--- config.mk ---
export PLATFORM = sky130hd
export DESIGN_NAME = wave_table_writer
export DESIGN_NICKNAME = d
export VERILOG_FILES = /design/src/rtl/wave_table_writer.sv
export SDC_FILE = /design/constraint.sdc
export NUM_CORES = 1
export LEC_CHECK = 0
export ABC_AREA = 1
export BUFFER_PORTS_ARGS = -buffer_cell sky130_fd_sc_hd__clkbuf_2
export CAP_MARGIN = 15
export CORE_ASPECT_RATIO = 0.6
export CORE_MARGIN = 4
export CORE_UTILIZATION = 42
export DETAILED_ROUTE_END_ITERATION = 10
export MAX_ROUTING_LAYER = met4
export RECOVER_POWER = 50
export REMOVE_ABC_BUFFERS = 1
export SETUP_SLACK_MARGIN = 0.4
export SYNTH_ARGS = -nofsm -noshare
export SYNTH_HDL_FRONTEND = slang
export SYNTH_SLANG_ARGS = --single-unit
--- constraint.sdc ---
create_clock -name clk -period 3.4 [get_ports clk]
set_input_delay 0.51 -clock clk [delete_from_list [all_inputs] [get_ports clk]]
set_output_delay 0.51 -clock clk [all_outputs]
set_load 0.05 [all_outputs]
--- src/rtl/wave_table_writer.sv ---
// ---------------------------------------------------------------------------
// wave_table_writer
//   Writer side of the function-generator waveform BRAM. Accepts a byte
//   stream over valid/ready and writes it into one table region (SINE or
//   TRIANGLE) through a registered single-port write interface. Reports
//   busy, a done pulse, the sample count and a running 8-bit checksum so
//   firmware can verify each table load.
//
// Ports:
//   clk, rst_n        clock (rising edge), async active-low reset
//   start, region     begin a load in IDLE; region 0 = SINE, 1 = TRIANGLE
//   abort             cancel an in-progress load
//   s_valid/s_data    input sample stream, s_ready back-pressure
//   bram_addr/dout/we registered BRAM write port
//   busy, done        LOAD indicator, one-cycle completion pulse
//   aborted           sticky abort flag, cleared by the next accepted start
//   sample_count      samples written in the current or last load
//   checksum          modulo-256 sum of the samples written
// ---------------------------------------------------------------------------
module wave_table_writer #(
    parameter int                 ADDR_W    = 16,
    parameter int                 DATA_W    = 8,
    parameter logic [ADDR_W-1:0]  SINE_BASE = 16'h0000,
    parameter logic [ADDR_W-1:0]  SINE_LAST = 16'h03FF,
    parameter logic [ADDR_W-1:0]  TRI_BASE  = 16'h0400,
    parameter logic [ADDR_W-1:0]  TRI_LAST  = 16'h0800
) (
    input  logic              clk,
    input  logic              rst_n,
    input  logic              start,
    input  logic              region,
    input  logic              abort,
    input  logic              s_valid,
    input  logic [DATA_W-1:0] s_data,
    output logic              s_ready,
    output logic [ADDR_W-1:0] bram_addr,
    output logic [DATA_W-1:0] bram_dout,
    output logic              bram_we,
    output logic              busy,
    output logic              done,
    output logic              aborted,
    output logic [ADDR_W-1:0] sample_count,
    output logic [DATA_W-1:0] checksum
);

    typedef enum logic [1:0] {
        S_IDLE = 2'd0,
        S_LOAD = 2'd1,
        S_DONE = 2'd2
    } state_t;

    localparam logic [ADDR_W-1:0] ONE = {{(ADDR_W-1){1'b0}}, 1'b1};

    state_t            state_q;
    logic [ADDR_W-1:0] ptr_q;
    logic [ADDR_W-1:0] last_q;
    logic [ADDR_W-1:0] addr_q;
    logic [ADDR_W-1:0] count_q;
    logic [DATA_W-1:0] dout_q;
    logic [DATA_W-1:0] csum_q;
    logic              we_q;
    logic              aborted_q;
    logic              hs;

    // abort gates ready combinationally so a sample offered in the abort
    // cycle is never consumed by the writer.
    assign s_ready = (state_q == S_LOAD) && !abort;
    assign hs      = s_valid && s_ready;

    always_ff @(posedge clk or negedge rst_n) begin
        if (!rst_n) begin
            state_q   <= S_IDLE;
            ptr_q     <= '0;
            last_q    <= '0;
            addr_q    <= '0;
            dout_q    <= '0;
            we_q      <= 1'b0;
            count_q   <= '0;
            csum_q    <= '0;
            aborted_q <= 1'b0;
        end else begin
            // Write strobe is a single-cycle echo of the handshake.
            we_q <= 1'b0;
            case (state_q)
                S_IDLE: begin
                    if (start) begin
                        ptr_q     <= region ? TRI_BASE : SINE_BASE;
                        last_q    <= region ? TRI_LAST : SINE_LAST;
                        count_q   <= '0;
                        csum_q    <= '0;
                        aborted_q <= 1'b0;
                        state_q   <= S_LOAD;
                    end
                end
                S_LOAD: begin
                    if (abort) begin
                        aborted_q <= 1'b1;
                        state_q   <= S_IDLE;
                    end else if (hs) begin
                        addr_q  <= ptr_q;
                        dout_q  <= s_data;
                        we_q    <= 1'b1;
                        csum_q  <= csum_q + s_data;
                        count_q <= count_q + ONE;
                        // Stop on the last address rather than wrapping.
                        if (ptr_q == last_q) state_q <= S_DONE;
                        else                 ptr_q   <= ptr_q + ONE;
                    end
                end
                S_DONE:  state_q <= S_IDLE;
                default: state_q <= S_IDLE;
            endcase
        end
    end

    // Decoded straight from the state register, so done lines up with the
    // final write strobe issued on entry to DONE.
    assign busy         = (state_q == S_LOAD);
    assign done         = (state_q == S_DONE);
    assign bram_addr    = addr_q;
    assign bram_dout    = dout_q;
    assign bram_we      = we_q;
    assign aborted      = aborted_q;
    assign sample_count = count_q;
    assign checksum     = csum_q;

endmodule

==> impl_metrics.py, run 1 <==
metrics = {
    "setup_path": {
        "slowest_stage": "nor2_2",
        "worst-endpoint-required_ns": 3.61,
        "crit_path_end_kind": "flip-flop",
        "r2r-end": "sample_count[7]",
        "cp_common_cell": "inv_1",
        "critical-path-max-stage-delay_ns": 0.55,
        "reg2reg_slack_ns": 1.20,
        "cp_top_family": "simple AND/OR/NAND/NOR gates",
        "startpoint_type": "flip-flop",
        "critPathLaunch": "state_q[1]",
        "worstPathCellList": "inv_1, nand3_1, inv_1, nor2_2, nor2_1, o21ai_0, a21oi_1",
        "worstSetupEndpoint": "sample_count[7]",
        "r2r-start": "state_q[1]",
        "cp_data_arrival_time_ns": 2.42,
        "crit_type": "flip-flop to flip-flop",
        "crit_path_max_fanout": 15,
        "critical_path_depth": 7,
        "ff2ff_path_depth": 7,
        "crit_buf_inv": 2,
    },
    "logic_synthesis": {
        "synth.distinct_cells": 34,
        "syn-cell-area_mm2": 0.003862,
        "ys_warn_count": 0,
        "ys_seq_elements": 70,
        "synth_cells": 510,
        "ys_seq_area_share_pct": 45.35,
        "syn_avg_cell_area_um2": 7.573,
    },
    "floorplan": {
        "die_h_um": 82.28,
        "io_pins": 67,
        "die_area_mm2": 0.01084,
        "core-area_mm2": 0.008718,
        "start_util_pct": 44.30,
        "rows": 26,
        "die_x_um": 131.8,
    },
    "timing": {
        "finalHoldViolCount": 0,
        "period_share_pct": 64.76,
        "post-route-min-period_ns": 2.202,
        "setup_viol": 0,
        "fmaxAchievable_ghz": 0.4542,
        "slew_headroom_pct": -18.18,
        "worst_pin_slew_ns": 1.773,
        "drv_slew": 71,
        "rsz0062_at_grt": "false",
        "fin_skew_ns": 0.007470,
        "final.setup.tns_ns": 0,
    },
    "detailed_routing": {
        "drtAntennaViolNets": 0,
        "first_pass_iters": 5,
        "drc": 0,
        "drt_iter0_drc": 351,
        "vias_per_cell": 5.124,
        "wl_per_cell_um": 13.96,
        "via_count": 3546,
        "finalWirelength_um": 9660,
    },
    "clocking": {
        "clkTransAtPathRegs_ns": 0.06,
        "clkLatencyLatePin_ns": 0.33,
        "htree_levels": 3,
        "cts.repair.resized": 0,
        "post_cts_buffers": 0,
        "cts_buffers": 9,
        "cts.sinks": 70,
        "clk_root_buffer_cell": "clkbuf_16",
        "cts_hold_buf": 0,
        "tritoncts": "built",
        "clock_path_buffers": 2,
    },
    "job": {
        "maxCapViolCount": 1,
    },
    "cells_and_area": {
        "final_common_cell": "nand2_1",
        "drive_gt1_share_pct": 12.24,
        "multi_input_area_mm2": 0.001838,
        "fin_nets": 599,
        "register_area_mm2": 0.001752,
        "area_growth_pct": 16.13,
        "n_antenna_cell": 0,
        "final_cell_mix": "nand2_1 (169), dfrtp_1 (70), nor2_1 (52)",
        "fillCellCount": 904,
        "instances_no_fill": 692,
    },
    "power": {
        "power.density_mw_per_mm2": 637.5,
        "ir_drop_v": 0.0003474,
        "p_leak_nw": 2.197,
    },
    "placement": {
        "portBuffers": 66,
        "place_inst": 676,
        "dp_hpwl_um": 6935,
        "place_congestion": 0.9000,
    },
    "status": {
        "violations": "capacitance limit, slew limit",
        "status": "finished, violations left",
    },
    "grt": {
        "overflow": 0,
        "antenna_found_initial": 0,
        "gr-usage-all-layers_pct": 19.95,
        "grt_pass1_vias": 3333,
        "grt_max_degree": 71,
        "grt_first_pass_wirelength_um": 16630,
    },
    "hold_path": {
        "hold_class": "input port to flip-flop",
    },
}
[kinds of logic (layout without fill, tap and decap cells)]
group	Yosys count	count (layout)	synth area share (%)
buffers and inverters	60	130	6.867
adders and majority gates	10	10	3.434
DFF	70	70	45.35
AOI/OAI and AO/OA	65	65	9.135
xor gates and xnor gates	6	6	1.361
and+or+nand+nor	299	299	33.85
[worst register-to-register path: stages, from the launching register on]
cell     delay (ns)
dfrtp_1        0.38
inv_1          0.08
nand3_1        0.49
inv_1          0.25
nor2_2         0.55
nor2_1         0.11
o21ai_0        0.16
a21oi_1        0.06
[metal layers]
layer	up-vias	global-route usage (%)	part of all wire [%]
li1	1790	-	-
met1	1632	29.30	54
met2	118	27.24	39
met3	6	5.327	5.9
met4	0	4.717	0.75
met5	-	-	0
[cells in the mapped netlist, drive strengths merged]
library cell    n  area, µm²
o21a            1      7.510
nor2           56      232.7
nand2         173      674.4
a22o            3      26.28
inv            45      168.9
o21ai          43      219.0
a21boi          1      7.510
clkbuf          2      7.510
nor3b           3      22.52
nand3          39      207.7
o21bai          2      15.01
a21oi          14      70.07
nand3b          2      15.01
fa              1      20.02
nor3            6      30.03
o211ai          1      7.510
and2            1      6.260
xnor2           1      8.760
ha              9      112.6
and3            1      6.260
xor2            5      43.79
dfrtp          70       1752
nand4          18      112.6
buf            13      88.83
[how the worst min path moves through the flow]
stage | start | end | slack (ns) | depth (start not counted)
finish | s_data[4] | bram_dout[4] | 0.40 | 3
global route | s_data[3] | bram_dout[3] | 0.40 | 3
CTS | s_data[6] | bram_dout[6] | 0.39 | 3
detailed placement | bram_dout[5] | bram_dout[5] | 0.46 | 2
global placement | bram_dout[3] | bram_dout[3] | 0.45 | 2
floorplan | rst_n | aborted | 0.21 | 0
[registers in the layout (all words and copies together), names as in the netlist]
name / cells
bram_we: 1
checksum: 8
bram_dout: 8
bram_addr: 16
ptr_q: 16
state_q: 2
sample_count: 16
last_q: 2
aborted: 1
[stage by stage]
| step | hold slack [ns] | worst slack [ns] | total power (W) | utilization (%) | cell area [µm²] |
|---|---|---|---|---|---|
| after global placement | 0.4530 | 1.140 | 0.002030 | 48.85 | 4259 |
| final | 0.3970 | 1.198 | 0.002860 | 51.45 | 4486 |
| after CTS | 0.3872 | 1.142 | 0.002907 | 51.94 | 4528 |
| after detailed placement | 0.4575 | 1.075 | 0.002040 | 48.85 | 4259 |
| after floorplan | 0.2144 | 1.122 | 0.001779 | - | 3766 |
| after global routing | 0.3978 | 0.8071 | 0.003039 | 51.45 | 4486 |
[report_power, final]
| part | internal (W) | switching, W | leakage, nW | total [W] |
|---|---|---|---|---|
| logic | 0.000221 | 0.000720 | 1.12 | 0.000941 |
| registers | 0.000954 | 0.000109 | 0.945 | 0.00106 |
| clock network | 0.000510 | 0.000346 | 0.132 | 0.000855 |
| total | 0.00168 | 0.00117 | 2.20 | 0.00286 |
[area by class of cell]
class	instances	share of cell area (%)
Timing Repair Buffer	69	7.085
Inverter	45	3.766
Multi-Input combinational cell	380	40.98
Clock inverter	4	0.5021
Clock buffer	12	5.495
Sequential cell	70	39.05
Tap cell	112	3.124
Note: power is estimated with default switching activity, not from simulation.
==> inputs of run 2 (changes only) <==
clock period = 2.1 ns   (was 3.4 ns; I/O delays follow)
==> run 2 against run 1 <==
- the flow now finishes without violations
- clock skew fell by 0.00078 ns
- flip-flop and latch count did not move
- global-route usage rose by 0.69 points
- register-to-register slack got worse by 0.69 ns
- sequential share of layout area fell by 1.6 points
- cell count rose by 1.3%
- critical path depth fell by 4
- die area did not move
- utilization rose by 2.3 points
- design area rose by 4.5%
- worst hold slack got worse by 0.20 ns
- routed wire length rose by 7.6%
==> impl_metrics.py, run 2 (synthesis results as in run 1) <==
metrics = {
    "status": {
        "status": "finished clean",
    },
    "timing": {
        "fmaxAchievable_ghz": 0.6110,
        "setup_viol": 0,
        "finalHoldViolCount": 0,
        "period_share_pct": 77.94,
        "rsz0062_at_grt": "false",
        "fin_hold_ws_ns": 0.1953,
        "fin_skew_ns": 0.006690,
        "drv_slew": 0,
        "post-route-min-period_ns": 1.637,
        "slew_headroom_pct": 37.71,
        "worst_pin_slew_ns": 0.9344,
    },
    "grt": {
        "gr-usage-all-layers_pct": 20.64,
        "grt_first_pass_wirelength_um": 17090,
        "antenna_found_initial": 0,
        "grt_pass1_vias": 3391,
        "grt_max_degree": 39,
        "overflow": 0,
    },
    "power": {
        "total_power_w": 0.005042,
        "p_leak_nw": 2.256,
        "ir_drop_v": 0.0006769,
        "power.density_mw_per_mm2": 1075,
    },
    "hold_path": {
        "hold_class": "input port to flip-flop",
    },
    "detailed_routing": {
        "drtAntennaViolNets": 0,
        "wl_per_cell_um": 14.82,
        "drt_iter0_drc": 288,
        "first_pass_iters": 5,
        "finalWirelength_um": 10390,
        "drc": 0,
        "via_count": 3625,
        "vias_per_cell": 5.171,
    },
    "cells_and_area": {
        "area_growth_pct": 21.38,
        "instances_no_fill": 701,
        "design_area_mm2": 0.004688,
        "drive_gt1_share_pct": 15.96,
        "n_antenna_cell": 0,
        "fin_nets": 608,
        "final_cell_mix": "nand2_1 (169), dfrtp_1 (68), nor2_1 (46)",
        "final_common_cell": "nand2_1",
        "fillCellCount": 865,
    },
    "clocking": {
        "tritoncts": "built",
        "clkLatencyLatePin_ns": 0.34,
        "cts.sinks": 70,
        "cts_buffers": 9,
        "cts_hold_buf": 0,
        "htree_levels": 3,
        "clkTransAtPathRegs_ns": 0.06,
        "clock_path_buffers": 2,
        "clk_root_buffer_cell": "clkbuf_16",
    },
    "placement": {
        "dp_hpwl_um": 7195,
        "place_inst": 680,
        "portBuffers": 66,
        "place_congestion": 0.8957,
        "placed_cell_area_mm2": 0.004289,
    },
    "setup_path": {
        "worst-endpoint-required_ns": 1.78,
        "startpoint_type": "flip-flop",
        "reg2reg_slack_ns": 0.51,
        "crit_path_max_fanout": 8,
        "cp_data_arrival_time_ns": 1.32,
        "crit_path_end_kind": "output port",
        "crit_type": "flip-flop to output port",
    },
    "floorplan": {
        "die_area_mm2": 0.01084,
        "die_x_um": 131.8,
        "io_pins": 67,
        "die_h_um": 82.28,
        "core-area_mm2": 0.008718,
        "rows": 26,
        "start_util_pct": 44.30,
    },
    "job": {
        "maxCapViolCount": 0,
    },
}
[run 2: what timing repair did]
action / in CTS / in global routing
cloned: 0 / 2
pin swaps: 0 / 1
endpoints found under the setup margin: 2 / 30
gates resized for setup: 2 / 18
setup buffers: 0 / 3
hold endpoints to repair: 0 / 0
[run 2: metal layers]
layer / up-vias / GRT usage (%) / wire (µm)
li1: 1818 / - / -
met1: 1670 / 29.20 / 5351
met2: 128 / 29.29 / 4131
met3: 9 / 5.266 / 808
met4: 0 / 6.080 / 102
met5: - / - / 0
[run 2: layout make-up]
type	count	area, µm²	share of cell area (%)
clock buffer	10	239.0	5.097
clock inverter	6	85.08	1.815
inverter	45	168.9	3.603
multi-input combinational	382	1924	41.05
sequential	70	1754	37.42
tap	112	140.1	2.989
timing repair buffer	76	376.6	8.033
[run 2: through the flow]
step | worst slack (ns) | util, % | TNS [ns]
floorplan | -0.1781 | - | -2.228
global placement | 0.3733 | 49.20 | 0
detailed placement | 0.3382 | 49.20 | 0
CTS | 0.4028 | 53.00 | 0
global route | 0.3910 | 53.77 | 0
finish | 0.4633 | 53.77 | 0
[run 2: critical path: stages, from the launching register on]
cell	delay, ns
dfrtp_1	0.40
nor2_4	0.15
buf_4	0.19
clkbuf_4	0.24
[run 2: worst paths after layout]
check	start	end	cells after the start
max	state_q[1]	busy	3
max in group asynchronous	rst_n	ptr_q[0]	2
min	s_data[3]	bram_dout[3]	3
min in group asynchronous	rst_n	ptr_q[5]	2
max reg2reg	checksum[6]	checksum[7]	6
min reg2reg	bram_addr[7]	bram_addr[7]	2
[run 2: power breakdown]
group	switching [W]	leakage, nW	internal [W]
Combinational	0.00124	1.16	0.000423
Clock	0.000598	0.154	0.00107
Sequential	0.000170	0.942	0.00155
Total	0.00200	2.26	0.00304
==> inputs of run 3 (changes only) <==
clock period = 1.6 ns   (was 2.1 ns; I/O delays follow)
==> run 3 against run 2 <==
- cell count up 14%
- via count up 22%
- clock skew is 0.0055 ns higher
- worst hold slack got worse by 0.064 ns
- first-iteration DRC count grew 54%
- worst setup slack got worse by 0.44 ns
- non-clock buffer count is 99 higher
- flip-flop and latch count is the same
- register-to-register slack worse by 0.48 ns
- combinational power grew 140%
- critical path type is now flip-flop to flip-flop
==> impl_metrics.py, run 3 (synthesis results as in run 1) <==
metrics = {
    "cells_and_area": {
        "final_cell_mix": "nand2_1 (116), buf_4 (52), dfrtp_1 (48)",
        "final_common_cell": "nand2_1",
        "fin_nets": 706,
        "area_growth_pct": 80.63,
        "fin_util_pct": 80.02,
        "design_area_mm2": 0.006977,
        "n_antenna_cell": 0,
        "drive_gt1_share_pct": 52.26,
    },
    "power": {
        "total_power_w": 0.008561,
        "p_leak_nw": 3.260,
        "ir_drop_v": 0.0008321,
        "power.density_mw_per_mm2": 1227,
    },
    "setup_path": {
        "slowest_stage": "dfrtp_1",
        "critPathLaunch": "checksum[2]",
        "worst-endpoint-required_ns": 1.87,
        "crit_path_end_kind": "flip-flop",
        "cp_data_arrival_time_ns": 1.84,
        "critical-path-max-stage-delay_ns": 0.42,
        "cp_top_family": "flip-flops",
        "crit_buf_inv": 1,
        "r2r-start": "checksum[2]",
        "startpoint_type": "flip-flop",
        "crit_type": "flip-flop to flip-flop",
        "worstPathCellList": "ha_4, a21oi_4, inv_1, nand2_1, nand3b_1, and2_1, o21ai_1",
        "crit_path_max_fanout": 6,
        "ff2ff_path_depth": 7,
        "critical_path_depth": 7,
    },
    "detailed_routing": {
        "finalWirelength_um": 14920,
        "via_count": 4434,
        "vias_per_cell": 5.549,
        "first_pass_iters": 5,
        "drc": 0,
        "wl_per_cell_um": 18.67,
        "drtAntennaViolNets": 0,
        "drt_iter0_drc": 444,
    },
    "floorplan": {
        "rows": 26,
        "die_x_um": 131.8,
        "die_h_um": 82.28,
        "die_area_mm2": 0.01084,
        "start_util_pct": 44.30,
        "core-area_mm2": 0.008718,
        "io_pins": 67,
    },
    "placement": {
        "portBuffers": 66,
        "placed_cell_area_mm2": 0.004459,
        "place_congestion": 0.9302,
        "dp_hpwl_um": 7348,
    },
    "timing": {
        "period_share_pct": 98.43,
        "fin_skew_ns": 0.01216,
        "rsz0062_at_grt": "true",
        "finalHoldViolCount": 0,
        "slew_headroom_pct": 39.65,
        "worst_pin_slew_ns": 0.9053,
        "final.setup.tns_ns": 0,
        "post-route-min-period_ns": 1.575,
        "fin_hold_ws_ns": 0.1313,
        "drv_slew": 0,
        "fmaxAchievable_ghz": 0.6350,
        "setup_viol": 0,
    },
    "clocking": {
        "htree_levels": 3,
        "cts.sinks": 70,
        "clkTransAtPathRegs_ns": 0.06,
        "cts_buffers": 9,
        "tritoncts": "built",
        "clock_path_buffers": 2,
        "clk_root_buffer_cell": "clkbuf_16",
        "clkLatencyLatePin_ns": 0.35,
    },
    "hold_path": {
        "min_from": "s_data[7]",
        "hold_class": "input port to flip-flop",
        "hold_depth": 3,
    },
    "grt": {
        "gr-usage-all-layers_pct": 25.19,
        "antenna_found_initial": 0,
        "grt_pass1_vias": 4082,
        "grt_first_pass_wirelength_um": 20860,
        "overflow": 0,
        "grt_max_degree": 71,
    },
    "job": {
        "maxCapViolCount": 0,
    },
    "status": {
        "status": "finished clean",
    },
}
[run 3: cell count changes in the layout (fill, tap and decap cells not counted), moves of 21 or more]
cell | previous run | this run
buf_4 | 7 | 52
nand2_2 | 1 | 35
nand2_1 | 169 | 116
clkbuf_2 | 43 | 22
buf_6 | 1 | 42
nand3_1 | 38 | 13
o21ai_0 | 35 | 2
[run 3: path summary, 6_finish.rpt]
| check | end | slack [ns] |
|---|---|---|
| worst max-delay path | checksum[5] | 0.03 |
| worst max register to register | checksum[5] | 0.03 |
| max in group asynchronous | checksum[1] | 0.29 |
| worst min register to register | bram_dout[3] | 0.48 |
| worst min-delay path | bram_dout[7] | 0.13 |
| min in group asynchronous | bram_addr[10] | 0.66 |
[run 3: worst min-delay path, cell delays in order]
cell	delay [ns]
clkbuf_2	0.11
nand2_2	0.05
nand2_1	0.05
[run 3: repair_timing]
action / 4_1_cts / 5_1_grt
endpoints found under the hold margin: 70 / 0
gates cloned: 5 / 2
gates resized for setup: 289 / 160
endpoints found under the setup margin: 121 / 119
buffers inserted: 40 / 34
hold buffers: 1 / 0
pin swaps: 62 / 48
[run 3: area by class of cell]
cell class	count	area (µm²)
Multi-Input combinational cell	381	2586
Clock inverter	5	81.33
Clock buffer	11	252.7
Timing Repair Buffer	175	1961
Tap cell	112	140.1
Inverter	45	176.4
Fill cell	542	1742
Sequential cell	70	1779
[run 3: metal layers]
layer	part of all wire, %	up-vias	track usage [%]	wire length [µm]
met5	0	-	-	0
met4	1.8	0	6.184	274
met3	7.6	35	7.203	1132
met2	48	228	38.34	7189
met1	42	2158	33.68	6321
li1	-	2013	-	-
[run 3: power by group]
part | switching (W) | total, W | internal (W) | leakage (nW)
combinational | 0.00224 | 0.00396 | 0.00172 | 2.19
clock | 0.000803 | 0.00225 | 0.00145 | 0.162
sequential | 0.000305 | 0.00235 | 0.00204 | 0.911
total | 0.00335 | 0.00856 | 0.00521 | 3.26
[run 3: through the flow]
step                      setup WS, ns  std cells
after detailed placement       -0.1096        701
final                          0.02513        799
after CTS                     -0.01471        763
after floorplan                -0.6781        495
after global placement        -0.04397        701
after global routing          -0.07263        799
